<file path="config.mk">
export PLATFORM = sky130hd
export DESIGN_NAME = ins_mem_param_flat
export DESIGN_NICKNAME = d
export VERILOG_FILES = /design/src/rtl/ins_mem_param_if.sv /design/src/rtl/ins_mem_param.sv /design/src/flat_wrapper.sv
export SDC_FILE = /design/constraint.sdc
export NUM_CORES = 1
export LEC_CHECK = 0
export CAP_MARGIN = 20
export CORE_ASPECT_RATIO = 1.4
export CORE_UTILIZATION = 55
export CTS_CLUSTER_DIAMETER = 150
export DETAILED_ROUTE_END_ITERATION = 7
export GPL_TIMING_DRIVEN = 0
export PLACE_DENSITY = 0.83
export SYNTH_ARGS = -nofsm -noshare
export SYNTH_HDL_FRONTEND = slang
export SYNTH_SLANG_ARGS = --single-unit
</file>
<file path="constraint.sdc">
create_clock -name clk -period 7.4 [get_ports clk]
set_clock_uncertainty 0.1 [all_clocks]
set_input_delay 0.74 -clock clk [delete_from_list [all_inputs] [get_ports clk]]
set_output_delay 0.74 -clock clk [all_outputs]
set_load 0.01 [all_outputs]
</file>
<file path="src/rtl/ins_mem_param_if.sv">
`default_nettype none
// ============================================================================
// Module      : ins_mem_param_if
// Description : Fetch / program-load bus bundle for the instruction memory.
//               The master side drives requests and write strobes; the slave
//               side (the memory) returns read data, acks and status.
// Revision    : 1.0 - initial release
// ============================================================================
interface ins_mem_param_if #(
  parameter int DATA_W = 32
);
  logic              fetch_req;
  logic [31:0]       fetch_addr;
  logic              fetch_ready;
  logic              fetch_valid;
  logic [DATA_W-1:0] fetch_data;
  logic              fetch_fault;
  logic              prog_we;
  logic [31:0]       prog_addr;
  logic [DATA_W-1:0] prog_data;
  logic              prog_ack;
  logic              prog_err;
  logic              init_busy;

  modport master (
    output fetch_req, fetch_addr, prog_we, prog_addr, prog_data,
    input  fetch_ready, fetch_valid, fetch_data, fetch_fault,
           prog_ack, prog_err, init_busy
  );

  modport slave (
    input  fetch_req, fetch_addr, prog_we, prog_addr, prog_data,
    output fetch_ready, fetch_valid, fetch_data, fetch_fault,
           prog_ack, prog_err, init_busy
  );
endinterface
`default_nettype wire

</file>
<file path="src/rtl/ins_mem_param.sv">
`default_nettype none
// ============================================================================
// Module      : ins_mem_param
// Description : Parameterised instruction memory with one-cycle fetch port,
//               program-load write port and a self-fill initialisation phase
//               that writes FILL_WORD to every word after reset.
// Revision    : 1.0 - initial release
// ============================================================================
module ins_mem_param #(
  parameter int                DATA_W    = 32,
  parameter int                DEPTH     = 32,
  parameter logic [DATA_W-1:0] FILL_WORD = '0
) (
  input  wire logic        clk,
  input  wire logic        rst,
  ins_mem_param_if.slave   bus
);

  localparam int             IW         = $clog2(DEPTH);
  localparam logic [IW-1:0]  C_CNT_LAST = IW'(DEPTH - 1);

  localparam logic [0:0] ST_INIT = 1'b0;
  localparam logic [0:0] ST_RUN  = 1'b1;

  logic [0:0]        r_state;
  logic [IW-1:0]     r_cnt;
  logic [DATA_W-1:0] r_mem [DEPTH];

  logic              r_fetch_valid;
  logic              r_fetch_fault;
  logic [DATA_W-1:0] r_fetch_data;
  logic              r_prog_ack;
  logic              r_prog_err;

  logic              w_run;
  logic              w_fetch_accept;
  logic              w_prog_accept;
  logic              w_fetch_bad;
  logic              w_prog_bad;
  logic [IW-1:0]     w_fetch_idx;
  logic [IW-1:0]     w_prog_idx;

  // An address is unusable when not word aligned or when any bit above the
  // word-index field is set (shift form stays valid for every legal DEPTH).
  function automatic logic addr_bad(input logic [31:0] a);
    return (a[1:0] != 2'b00) || ((a >> (IW + 2)) != 32'd0);
  endfunction

  assign w_run          = (r_state == ST_RUN);
  assign w_fetch_accept = bus.fetch_req & w_run;
  assign w_prog_accept  = bus.prog_we & w_run;
  assign w_fetch_bad    = addr_bad(bus.fetch_addr);
  assign w_prog_bad     = addr_bad(bus.prog_addr);
  assign w_fetch_idx    = bus.fetch_addr[IW+1:2];
  assign w_prog_idx     = bus.prog_addr[IW+1:2];

  // Fill sequencer: walk cnt through every word, then hand over to RUN.
  always_ff @(posedge clk) begin
    if (rst) begin
      r_state <= ST_INIT;
      r_cnt   <= '0;
    end else if (r_state == ST_INIT) begin
      r_cnt <= r_cnt + 1'b1;
      if (r_cnt == C_CNT_LAST) begin
        r_state <= ST_RUN;
      end
    end
  end

  // Storage writes: fill pattern during INIT, accepted good writes in RUN.
  always_ff @(posedge clk) begin
    if (!rst) begin
      if (r_state == ST_INIT) begin
        r_mem[r_cnt] <= FILL_WORD;
      end else if (w_prog_accept && !w_prog_bad) begin
        r_mem[w_prog_idx] <= bus.prog_data;
      end
    end
  end

  // Registered responses; the read samples the array before this edge's
  // write lands, giving read-before-write for a same-index collision.
  always_ff @(posedge clk) begin
    if (rst) begin
      r_fetch_valid <= 1'b0;
      r_fetch_fault <= 1'b0;
      r_fetch_data  <= '0;
      r_prog_ack    <= 1'b0;
      r_prog_err    <= 1'b0;
    end else begin
      r_fetch_valid <= w_fetch_accept;
      r_fetch_fault <= w_fetch_accept & w_fetch_bad;
      if (w_fetch_accept) begin
        r_fetch_data <= w_fetch_bad ? FILL_WORD : r_mem[w_fetch_idx];
      end
      r_prog_ack    <= w_prog_accept;
      r_prog_err    <= w_prog_accept & w_prog_bad;
    end
  end

  assign bus.fetch_ready = w_run;
  assign bus.init_busy   = ~w_run;
  assign bus.fetch_valid = r_fetch_valid;
  assign bus.fetch_fault = r_fetch_fault;
  assign bus.fetch_data  = r_fetch_data;
  assign bus.prog_ack    = r_prog_ack;
  assign bus.prog_err    = r_prog_err;

endmodule
`default_nettype wire

</file>
<file path="src/flat_wrapper.sv">
// flat-port wrapper written by rule: the top's interface ports become plain ports
module ins_mem_param_flat 
#(
  parameter int                DATA_W    = 32,
  parameter int                DEPTH     = 32,
  parameter logic [DATA_W-1:0] FILL_WORD = '0
)
  (clk, rst, bus_fetch_req, bus_fetch_addr, bus_prog_we, bus_prog_addr, bus_prog_data, bus_fetch_ready, bus_fetch_valid, bus_fetch_data, bus_fetch_fault, bus_prog_ack, bus_prog_err, bus_init_busy);
  ins_mem_param_if #(.DATA_W(DATA_W)) bus_i ();
  input  wire logic clk;
  input  wire logic rst;
  input wire logic [$bits(bus_i.fetch_req)-1:0] bus_fetch_req;
  input wire logic [$bits(bus_i.fetch_addr)-1:0] bus_fetch_addr;
  input wire logic [$bits(bus_i.prog_we)-1:0] bus_prog_we;
  input wire logic [$bits(bus_i.prog_addr)-1:0] bus_prog_addr;
  input wire logic [$bits(bus_i.prog_data)-1:0] bus_prog_data;
  output wire logic [$bits(bus_i.fetch_ready)-1:0] bus_fetch_ready;
  output wire logic [$bits(bus_i.fetch_valid)-1:0] bus_fetch_valid;
  output wire logic [$bits(bus_i.fetch_data)-1:0] bus_fetch_data;
  output wire logic [$bits(bus_i.fetch_fault)-1:0] bus_fetch_fault;
  output wire logic [$bits(bus_i.prog_ack)-1:0] bus_prog_ack;
  output wire logic [$bits(bus_i.prog_err)-1:0] bus_prog_err;
  output wire logic [$bits(bus_i.init_busy)-1:0] bus_init_busy;
  assign bus_i.fetch_req = bus_fetch_req;
  assign bus_i.fetch_addr = bus_fetch_addr;
  assign bus_i.prog_we = bus_prog_we;
  assign bus_i.prog_addr = bus_prog_addr;
  assign bus_i.prog_data = bus_prog_data;
  assign bus_fetch_ready = bus_i.fetch_ready;
  assign bus_fetch_valid = bus_i.fetch_valid;
  assign bus_fetch_data = bus_i.fetch_data;
  assign bus_fetch_fault = bus_i.fetch_fault;
  assign bus_prog_ack = bus_i.prog_ack;
  assign bus_prog_err = bus_i.prog_err;
  assign bus_init_busy = bus_i.init_busy;
  ins_mem_param #(.DATA_W(DATA_W), .DEPTH(DEPTH), .FILL_WORD(FILL_WORD)) u_core (.clk(clk), .rst(rst), .bus(bus_i));
endmodule
</file>
==> key figures <==
Final layout
  – Post-layout util: 65.85%
  – Final Cell Area: 0.04810 sq mm
  – Final nets: 2451
  – Share of layout cells above drive strength 1: 23.61%
  – Final std cells w/o fill: 3380
  – P&R area growth vs syn: 17.88%

Place
  – Dpl cell area: 0.04471 sq mm
  – RD Place Congestion: 0.8507
  – Estimated wirelength of the detail-placed design: 70910 microns
  – Buffers on Ports: 134
  – Placed cells: 3184

Synth
  – Ys async rst share: 0%
  – Synth top area cells: edfxtp_1 75%, mux4_2 9.7%, mux2i_1 4.1%
  – Yosys top cell area share: 75.36%
  – Syn avg cell area: 20.73 sq um
  – XOR/XNOR Fraction of Synth Area: 0.06440%
  – Yosys warning total: 0
  – Area fraction in compound gates after synthesis: 4.400%
  – Post-Syn Nets: 2070
  – Syn Inst Count: 1968
  – Post-Synth Simple-Gate Area: 2.751%
  – Largest family of logic cells by synthesized area: multiplexers
  – Seq/Total Area, Yosys: 77.42%
  – EDFF count, synth: 1024
  – Cell area after synthesis: 0.04080 sq mm
  – Main synth FF type: edfxtp_1
  – Area leader, netlist: edfxtp_1
  – Post-Synth Adder-Cell Area: 0.06133%
  – Netlist cell types: 52
  – Mux cell area share after synthesis: 13.93%
  – #FFs+latches synth: 1066

Worst setup path
  – Worst reg2reg path depth: 9
  – Slowest CP cell: nor4b_2
  – Critical Path End: u_core.r_mem[19][12]$_DFFE_PP_
  – Crit-path max FO: 10
  – Critical Path AT: 4.55 ns
  – Worst path bufs/invs: 6
  – CP required: 7.66 ns
  – Slack of the worst reg-to-reg path: 3.54 ns
  – Worst setup EP type: register
  – Critical Path Start: bus_prog_addr[14]
  – Worst r2r src: u_core.bus.fetch_ready$_SDFF_PP0_
  – Most common cell on crit path: buf_4
  – Slowest Stage Delay on Critical Path: 0.99 ns
  – CP startpoint kind: input pin
  – CP top delay family: simple AND/OR/NAND/NOR gates
  – Crit-path cells: clkdlybuf4s50_1, nor4_1, and4_1, buf_4, and3_1, buf_6, buf_12, mux2i_2, nor4b_2, buf_4, buf_4
  – WP depth: 11
  – Worst r2r dst: u_core.r_mem[19][12]$_DFFE_PP_
  – Setup Crit Path Kind: input pin to register

Routing
  – Via Count: 23285
  – Initial drt markers: 3697
  – Pre-Repair DR Iteration Count: 8
  – Vias/cell: 6.889
  – Post-DRT Antenna Nets: 0
  – Post-route DRC violation count: 0
  – Routed wire length: 112000 microns
  – Post-DR wirelength/cell: 33.14 microns

Timing
  – Final Max Slew Viols: 0
  – Tightest Pin Transition: 1.233 ns
  – Final worst-path cycle share: 57.88%
  – # setup viols final: 0
  – Setup TNS: 0 ns
  – F_max: 0.2335 GHz
  – Relative slew slack: 17.80%
  – Final hold viol count: 0
  – RSZ-0062 raised after global routing: no
  – Min Tclk post-route: 4.283 ns

GRT
  – Vias in the first global route: 23558
  – Largest net degree at the start of global routing: 33
  – GR peak layer: met2
  – GRT met2 Usage: 49.55%
  – Grt met1 use: 35.28%
  – Total grt overflow: 0
  – Global-route wire length before repair: 156400 microns
  – Antenna violations before repair: 1
  – Tot GR Track Use: 29.44%
  – Met3 Usage GRT: 6.522%

CTS
  – CTS tree: built
  – # clock sinks: 1066
  – Clock Path Buffers: 3
  – Number of cells upsized or downsized after cts: 0
  – Cts bufs inserted: 92
  – Clock transition at path regs: 0.07 ns
  – Cts hold-fix bufs: 0
  – H-tree Lvls: 3
  – Clock Latency Late Sink: 0.68 ns
  – Setup Fix Bufs, Post-CTS: 0
  – CTS Root Buffer Type: clkbuf_16

Min path
  – Hold Path Class: register to register
  – HP Start: u_core.bus.fetch_data[0]$_SDFFE_PP0P_

Pwr
  – Register share of total power: 55.1%
  – Sw Share: 20.96%
  – P_leak: 13.98 nW
  – Combinational fraction of design power: 3.9%
  – Pwr Total: 11.92 mW
  – P per Cell Area: 247.9 mW/mm^2
  – Internal power: 9.425 mW
  – Clk pwr share: 41.1%
  – Peak supply drop: 0.1921 mV
  – P_sw: 2.500 mW

Floorplanning
  – Core area: 0.07305 sq mm
  – Die Area: 0.07530 sq mm
  – Initial core utilization: 55.86%
  – # IOs: 138
  – Die W: 232.2 microns
  – Chip height: 324.3 microns
  – FP Rows: 117

Run
  – Total of max-cap violations: 0

Run status
  – Status: finished, final reports clean
-- placed cells by master (no fill, tap or decap), types with 42 or more instances in the layout --
master	n
clkbuf_16	95
mux2i_1	169
edfxtp_1	1024
mux4_2	175
buf_4	76
clkbuf_1	67
buf_2	51
o22ai_1	66
clkdlybuf4s50_1	134
dfxtp_1	42
buf_6	55
-- metrics by stage --
| stage | hold WS, ns | worst slack [ns] |
|---|---|---|
| after global routing | 0.4031 | 3.036 |
| after floorplan | 0.3861 | 1.192 |
| after CTS | 0.3989 | 3.196 |
| after detailed placement | 0.3702 | 2.547 |
| final | 0.3983 | 3.117 |
| after global placement | 0.3765 | -2.945 |
-- cells in the mapped netlist, types with 6 or more instances --
cell and instances:
nand3b_1 6, nor3_1 19, nor3b_1 7, dfxtp_1 42, nor2_1 35, and2_1 32, mux4_2 175, nand4_1 7
nor4_1 24, a22o_1 32, a32o_1 24, buf_2 51, a21oi_1 6, o22ai_1 66, a22oi_1 32, a211oi_1 32
mux2i_1 169, buf_1 10, nand2_1 37, clkbuf_1 51, a221o_1 24, edfxtp_1 1024
-- worst reg2reg max path, cell delays in order, from the launching register on --
cell,delay [ns]
dfxtp_1,0.35
and3b_1,0.19
clkbuf_1,0.23
and3_1,0.22
buf_6,0.14
buf_12,0.16
mux2i_2,0.58
nor4b_2,1.00
buf_4,0.36
buf_4,0.22
-- kinds of logic after synthesis --
group,count (synthesis)
flops,1066
mux,348
compound gates,228
simple gates,199
buf+inv,122
xor+xnor,3
fa+ha+maj,2
-- final cells by class --
class | instances | area (sq um)
diodes | 1 | 2.502
plain buffers | 117 | 541.8
clock buffers | 119 | 2547
clock inverters | 53 | 480.5
fillers | 4320 | 24950
inverters | 5 | 18.77
multi-input cells | 780 | 8826
flip-flops and latches | 1066 | 31590
well taps | 952 | 1191
repair buffers | 287 | 2902
-- registers in the layout, indices dropped and copies added (netlist names) --
name	cells
u_core.r_cnt	5
u_core.r_mem	1024
u_core.bus.fetch_data	32
u_core.bus.fetch_fault	1
u_core.bus.prog_err	1
u_core.bus.fetch_valid	1
u_core.bus.fetch_ready	1
u_core.bus.prog_ack	1
-- worst min path at each step --
stage	depth (start not counted)	slack, ns	endpoint
3_5_place_dp	1	0.37	u_core.bus.fetch_data[16]$_SDFFE_PP0P_
2_1_floorplan	2	0.39	u_core.bus.fetch_data[24]$_SDFFE_PP0P_
5_1_grt	1	0.40	u_core.bus.fetch_data[6]$_SDFFE_PP0P_
3_3_place_gp	1	0.38	u_core.bus.fetch_data[12]$_SDFFE_PP0P_
4_1_cts	1	0.40	u_core.bus.fetch_data[6]$_SDFFE_PP0P_
6_report	1	0.40	u_core.bus.fetch_data[0]$_SDFFE_PP0P_
-- routing by layer --
metal  share of wire, %  vias up
met5                  0        -
met4                6.2        0
met3                 11      384
met2                 50     1998
met1                 32    11880
li1                   -     9023
-- power groups by stage --
| stage | registers [mW] | logic, mW | clock network (mW) |
|---|---|---|---|
| after global placement | 6.70 | 0.411 | 0 |
| after global routing | 6.56 | 0.471 | 5.09 |
| after CTS | 6.57 | 0.450 | 4.86 |
| final | 6.57 | 0.461 | 4.90 |
| after detailed placement | 6.70 | 0.440 | 0 |
| after floorplan | 6.69 | 0.242 | 0 |
No activity file was read; power rests on OpenSTA's default activity.
